`src/rtl/loader_pkg.sv`:
```
// Shared types and framing constants for the instruction-memory loader.
// The frame is a 2-byte length header, 4-byte payload words, then an XOR trailer.
package loader_pkg;

  typedef enum logic [2:0] {
    S_IDLE,
    S_LEN_LO,
    S_LEN_HI,
    S_DATA,
    S_CHECK,
    S_DONE,
    S_ERR
  } state_t;

  localparam int HDR_BYTES      = 2;
  localparam int TRL_BYTES      = 1;
  localparam int BYTES_PER_WORD = 4;

  function automatic int frame_bytes(input int words);
    return HDR_BYTES + BYTES_PER_WORD * words + TRL_BYTES;
  endfunction

endpackage

```
`src/rtl/imem_loader.sv`:
```
// Byte-stream program loader: length header, payload written byte-wise to
// instruction memory, XOR checksum trailer; holds the CPU until a clean load.
module imem_loader
  import loader_pkg::*;
#(
  parameter int ADDR_W    = 8,
  parameter int BASE_ADDR = 0,
  parameter int MAX_WORDS = 64
) (
  input  logic              clk,
  input  logic              rst_n,
  input  logic              start,
  input  logic              byte_valid,
  input  logic [7:0]        byte_data,
  output logic              byte_ready,
  output logic              wr_en,
  output logic [ADDR_W-1:0] wr_addr,
  output logic [7:0]        wr_data,
  output logic              cpu_hold,
  output logic              done,
  output logic              error
);

  if (BASE_ADDR + BYTES_PER_WORD * MAX_WORDS > 2 ** ADDR_W) begin : g_size_chk
    $error("imem_loader: payload window exceeds address space");
  end

  localparam logic [ADDR_W-1:0] BASE = ADDR_W'(BASE_ADDR);

  state_t state, state_nx;

  logic [7:0]        len_lo;
  logic [15:0]       len;
  logic [ADDR_W-1:0] cnt;
  logic [7:0]        csum;

  logic        xfer;
  logic [15:0] len_in;
  logic        last_byte;
  logic        clr;
  logic        wr_fire;

  assign xfer   = byte_valid && byte_ready;
  assign len_in = {byte_data, len_lo};

  // Counter can never pass 4*LEN-1 in DATA, so equality is enough.
  assign last_byte = 32'(cnt) ==
    (32'(len) * 32'(BYTES_PER_WORD)) - 32'd1;

  always_ff @(posedge clk or negedge rst_n) begin
    if (!rst_n) state <= S_IDLE;
    else        state <= state_nx;
  end

  always_comb begin
    state_nx = state;
    clr      = 1'b0;
    wr_fire  = 1'b0;
    unique case (state)
      S_IDLE, S_DONE, S_ERR: begin
        if (start) begin
          state_nx = S_LEN_LO;
          clr      = 1'b1;
        end
      end
      S_LEN_LO: begin
        if (xfer) state_nx = S_LEN_HI;
      end
      S_LEN_HI: begin
        if (xfer) begin
          if (len_in > 16'(MAX_WORDS)) state_nx = S_ERR;
          else if (len_in == 16'd0)    state_nx = S_CHECK;
          else                         state_nx = S_DATA;
        end
      end
      S_DATA: begin
        if (xfer) begin
          wr_fire = 1'b1;
          if (last_byte) state_nx = S_CHECK;
        end
      end
      S_CHECK: begin
        if (xfer) begin
          if (byte_data == csum) state_nx = S_DONE;
          else                   state_nx = S_ERR;
        end
      end
      default: state_nx = S_IDLE;
    endcase
  end

  always_ff @(posedge clk or negedge rst_n) begin
    if (!rst_n) begin
      len_lo  <= '0;
      len     <= '0;
      cnt     <= '0;
      csum    <= '0;
      wr_en   <= 1'b0;
      wr_addr <= '0;
      wr_data <= '0;
    end else begin
      wr_en <= wr_fire;
      if (clr) begin
        cnt  <= '0;
        csum <= '0;
      end
      if (state == S_LEN_LO && xfer) len_lo <= byte_data;
      if (state == S_LEN_HI && xfer) len    <= len_in;
      if (wr_fire) begin
        wr_addr <= BASE + cnt;
        wr_data <= byte_data;
        cnt     <= cnt + 1'b1;
        csum    <= csum ^ byte_data;
      end
    end
  end

  assign byte_ready = (state == S_LEN_LO) || (state == S_LEN_HI) ||
                      (state == S_DATA)   || (state == S_CHECK);
  assign done       = (state == S_DONE);
  assign error      = (state == S_ERR);
  assign cpu_hold   = (state != S_DONE);

endmodule

```
`config.mk`:
```
export PLATFORM = sky130hd
export DESIGN_NAME = imem_loader
export DESIGN_NICKNAME = d
export VERILOG_FILES = /design/src/rtl/loader_pkg.sv /design/src/rtl/imem_loader.sv
export SDC_FILE = /design/constraint.sdc
export NUM_CORES = 1
export LEC_CHECK = 0
export BUFFER_PORTS_ARGS = -buffer_cell sky130_fd_sc_hd__buf_2
export CORE_AREA = 2 2 79 111
export CTS_CLUSTER_SIZE = 8
export DETAILED_ROUTE_END_ITERATION = 7
export DIE_AREA = 0 0 81 113
export GPL_ROUTABILITY_DRIVEN = 0
export PLACE_DENSITY = 0.57
export SYNTH_ARGS = -nofsm -noshare
export SYNTH_HDL_FRONTEND = slang
export SYNTH_SLANG_ARGS = --single-unit
```
`constraint.sdc`:
```
create_clock -name clk -period 2.3 [get_ports clk]
set_input_delay 0 -clock clk [delete_from_list [all_inputs] [get_ports clk]]
set_output_delay 0 -clock clk [all_outputs]
set_load 0.01 [all_outputs]
```
# == Yosys cells after proc, flatten, opt, wreduce, memory -nomap -nowiden ==
# Cells that the tools add are included.
# W data, S select, Z words.
# totals
regBits,60
latch_bits,0
ramBits,0
romBits,0
out_inout_bits,21
elab_cells,55
memories,0
# classes
addsub,2
n_mul,0
n_div,0
n_lt_le_gt_ge,1
eq_ne,15
n_shift,0
n_mux,17
bitwise_logic,1
n_reduce_logical,11
# ops
cell,n
$eq A8 B32 Y1,1
$mux W3,8
$mux W8,3
$sub A18 B1 Y19 const B,1
$gt A16 B7 Y1 const B,1
$logic_not A16 Y1,1
$pmux W3 S5,1
$ne A2 B2 Y1 const B,6
$eq A3 B3 Y1 const B,3
$add A8 B1 Y8 const B,1
$eq A8 B8 Y1,1
$xor A8 B8 Y8,1
$eq A3 B2 Y1 const B,2
$reduce_and A6 Y1,1
$mux W1,4
$eq A3 B1 Y1 const B,1
$logic_and A1 B1 Y1,3
$logic_not A3 Y1,1
$logic_or A1 B1 Y1,3
$ne A3 B3 Y1 const B,1
$reduce_or A3 Y1,1
$mux W2,1
$reduce_bool A2 Y1,1

# == Logic depth before layout (Yosys ltp) ==
# logic_depth
ltp_word,8
ltp_mapped,8
mapped_depth_nobuf,8

# == Worst setup path after synthesis ==
# No wires, ideal clock.
# synth_path
path_type,flip-flop to flip-flop
from,register len[0]
to,register state[0]
setup_ns,0.139
arrival_time_ns,1.862
path_slack_ns,0.299
path_stages_with_launch,9
path_cell_list,dfrtp_1 > inv_1 > ha_1 > nor3b_2 > a32o_1 > a22oi_1 > a211o_1 > o31ai_2 > o211ai_1
# synth_via
elab_chain_cells,4
# synth_lines
element,line,source
"start, declared",imem_loader.sv:33,logic [15:0] len;
"start signal, assigned",imem_loader.sv:108,if (state == S_LEN_HI && xfer) len <= len_in;
$sub A18 B1 Y19,imem_loader.sv:48,(32'(len) * 32'(BYTES_PER_WORD)) - 32'd1;
$eq A8 B32 Y1,imem_loader.sv:47,assign last_byte = 32'(cnt) ==
$ne A2 B2 Y1 (no line),n/a,
$reduce_and A6 Y1 (no line),n/a,
"end signal, assigned",imem_loader.sv:52,else state <= state_nx;
"end, declared",imem_loader.sv:30,"state_t state, state_nx;"
# Every way passes these cells.
# A chain may end at the register's enable or synchronous reset.

# == Final worst setup path ==
# layout_path
from,register len[2]
to,register state[0]
# The elaborated chain is that of the path after synthesis.

==> results.txt <==
* Relative max-transition margin: 48.5%
- The number of pins with negative max-slew slack in the final report was 0.
- Unique masters post-synth: 43
- The number of antenna diodes in the final layout is 0.
* DRC violation total after the first TritonRoute iteration: 147
- Later-pin clock latency in the skew report: 0.32 ns
- For this run, the total global-route usage over all layers was measured as 16.9%.
* Grt total ovfl: 0
* Initial standard-cell utilization of the core: 37.0%
- Final non-filler cell total: 468
* Per-instance average area after synthesis: 9.59 sq um
- The worst hold path was traced through 2 stages.
* Number of global-route vias before repair: 2470
- Clk Tree Root Cell: sky130_fd_sc_hd__clkbuf_16
* Dominant register cell in the synthesized netlist: sky130_fd_sc_hd__dfrtp_1
- WP data required: 2.49 ns
- The first detailed-routing pass ran for 4 iterations.
- After clock tree synthesis, the setup repair step added 0 buffers.
* Placed wire-length estimate: 4870 um
- In this run the most critical hold path is launched from byte_data[3].
- Placement row count: 39
* Num CTS Buffers: 9
* Critical Path Source Type: register
- Die outline area: 0.00915 sq mm
* Peak VDD IR: 512 uV
- In this run the cell area measured after placement is 0.00333 sq mm.
- First-pass GRT wire length: 11900 um
- Setup repair after global routing left no endpoint under its margin.
- FF+latch count, synth: 60
- Dividing total power by cell area gives a power density of 784 mW/mm^2.
- Total setup violations reported at the end of the flow: 0
* Worst hold path endpoint: len_lo[3]
- In the final design database the tool counted 375 nets.
- Once detail routing completed, the nets flagged for antenna violations numbered 0.
- Final critical delay including setup and external delays: 2.07 ns
- The core region is 0.00810 sq mm.
- Final hold violation count: 0
- After detailed routing, the number of vias per cell comes to 5.16.
- Reg-to-reg critical path startpoint: len[2]
* Ratio of cells with drive above 1 in the final layout: 23.8%
- Run status: complete, no violations
* Number of I/O pins: 33
* Sum of routed wire length over all layers: 6860 um
- In this run, synthesis inferred 0 flip-flops with an integrated enable.
- Die W: 81 um
- TritonCTS built the clock tree.
* Part of the cycle the worst path needs: 89.8%
* Clock net sink count: 60
- In this run the worst path has a maximum fanout of 7.
- Worst EP arrival: 2.25 ns
- Post-Synthesis Net Count: 327
- Synth async-reset ratio: 100%
- Detailed routing inserted a total of 2417 vias.
* Reg2Reg Setup Slack: 0.23 ns
- No sink is reached through more buffers than the 2 on the longest clock path.
* Post-synthesis sequential area ratio: 50.0%
- Critical path class: register to register
- During placement, the flow inserted port buffers numbering 32.
* Leakage: 1.77 nW
- The initial antenna violation count came to 0.
* Wire per inst: 14.6 um
- CTS built an H-tree with a depth of 3.
* Clock Skews: 0.00543 ns
- Max cap viols: 0
- Reg clk slew, reported paths: 0.05 ns
* Signed area change from the synthesized netlist to the final layout: 23.8%
- Highest attainable clock frequency: 484 MHz
* Count of synthesis-stage warnings from yosys: 0
- For this run, design rule violations remaining after detail routing come to 0.
- The min-delay analysis places its worst path in the category primary input to register.
- Entering global routing, the biggest net connects 61 pins.
- The endpoint identified for the worst register-to-register timing path is state[0].
- Instance count of the mapped netlist: 313
- Crit end category: register
* DIE HEIGHT: 113 um
* Cells after DPL: 446
- The cell area that synthesis handed to floorplanning was 0.00300 sq mm.
- Post-route cell area: 0.00371 sq mm
- After routing, the total negative slack on setup checks comes to 0 ns.
- R2R depth: 6
- Actual slew at the worst max-slew pin: 0.773 ns
## sequential cells by signal, summed over array words and instances, names as in the netlist
register,cells
cnt,8
wr_data,8
len,16
state,3
csum,8
len_lo,8
wr_en,1
wr_addr,8
## how the worst max path moves through the flow
stage | from | end | slack (ns) | cells past startpoint
after floorplan | len[0] | state[0] | 0.30 | 8
after global placement | len[0] | state[0] | 0.25 | 8
after detailed placement | len[0] | state[0] | 0.21 | 8
after CTS | len[0] | state[0] | 0.19 | 8
after global routing | len[0] | state[2] | 0.07 | 8
final | len[2] | state[0] | 0.23 | 6
## cells in the mapped netlist (all sizes together), types with 2 or more instances
master	count	area share, %
nand2b	6	1.3
a21oi	3	0.50
a22oi	2	0.50
o21ai	42	7.0
o31a	2	0.58
o211ai	2	0.50
xnor2	6	1.8
inv	13	1.6
nand4	7	1.5
nor4	6	2.5
mux2i	2	0.67
nor3	5	0.83
nor3b	2	0.67
nand3	7	1.2
dfrtp	60	50
buf	5	0.75
a221oi	2	0.58
and2	3	0.63
clkbuf	8	1.0
mux2	20	7.5
nor2b	2	0.42
nor2	22	2.8
nand3b	3	0.75
a31oi	4	0.83
nand2	57	7.1
and3	3	0.63
xor2	8	2.3
ha	2	0.83
## cells by family (layout without fill, tap and decap cells)
family | after synthesis | after routing | share of synthesized area, %
compound gates | 64 | 64 | 12.7
xor+xnor | 14 | 14 | 4.09
fa+ha+maj | 2 | 2 | 0.834
buf+inv | 26 | 79 | 3.38
flops | 60 | 60 | 50.0
mux | 22 | 22 | 8.17
simple gates | 125 | 125 | 20.8
## where the power goes
group          internal [mW]  switching, mW  total (mW)
Combinational          0.121          0.164       0.285
Clock                  0.953          0.452        1.41
Sequential              1.14         0.0829        1.22
Total                   2.21          0.699        2.91
## worst max-delay path: stages, from the launching register on
cell,delay [ns]
sky130_fd_sc_hd__dfrtp_1,0.48
sky130_fd_sc_hd__nor4_4,0.44
sky130_fd_sc_hd__a32o_1,0.25
sky130_fd_sc_hd__a22oi_1,0.08
sky130_fd_sc_hd__a211o_1,0.27
sky130_fd_sc_hd__o31ai_2,0.27
sky130_fd_sc_hd__o211ai_1,0.13
## per-stage QoR
| step | worst slack (ns) | hold slack [ns] | total power, mW | utilization, % |
|---|---|---|---|---|
| CTS | 0.191 | 0.0176 | 2.95 | 45.8 |
| finish | 0.235 | 0.0289 | 2.91 | 45.9 |
| global route | 0.0734 | 0.0384 | 3.05 | 45.9 |
| floorplan | 0.299 | -0.296 | 1.38 | - |
| detailed placement | 0.209 | 0.210 | 1.52 | 41.1 |
| global placement | 0.250 | 0.209 | 1.52 | 41.1 |
## metal layers
layer | track usage [%] | vias up | share of wire (%)
met2 | 26.3 | 42 | 50
li1 | - | 1189 | -
met4 | 8.25 | 0 | 2.3
met3 | 3.27 | 11 | 3.1
met5 | 0 | - | 0
met1 | 22.2 | 1175 | 44
## layout by cell type (no fill, tap or decap), drive strengths merged, types with 2 or more instances in the layout
master | synthesis | final
a22oi | 2 | 2
nand2b | 6 | 6
mux2i | 2 | 2
and3 | 3 | 3
xor2 | 8 | 8
nor3b | 2 | 2
dfrtp | 60 | 60
nand4 | 7 | 7
a21oi | 3 | 3
inv | 13 | 13
a31oi | 4 | 4
buf | 5 | 44
a221oi | 2 | 2
nand2 | 57 | 57
nand3b | 3 | 3
o21ai | 42 | 42
dlygate4sd3 | 0 | 6
mux2 | 20 | 20
nor2b | 2 | 2
nor3 | 5 | 5
o211ai | 2 | 2
xnor2 | 6 | 6
and2 | 3 | 3
nor4 | 6 | 6
clkbuf | 8 | 13
ha | 2 | 2
nor2 | 22 | 22
o31a | 2 | 2
nand3 | 7 | 7
## cell type report
cell class	count	area, sq um
fillers	807	4390
flip-flops and latches	60	1500
well taps	102	128
inverters	13	48.8
multi-input cells	227	1400
clock inverters	3	42.5
clock buffers	13	280
repair buffers	50	310
## repair_timing
action / in CTS / in global routing
hold buffers: 6 / 0
resized for setup: 0 / 1
setup endpoints to repair: 0 / 1
endpoints found under the hold margin: 65 / 0
Power figures use the tool's default switching activity.
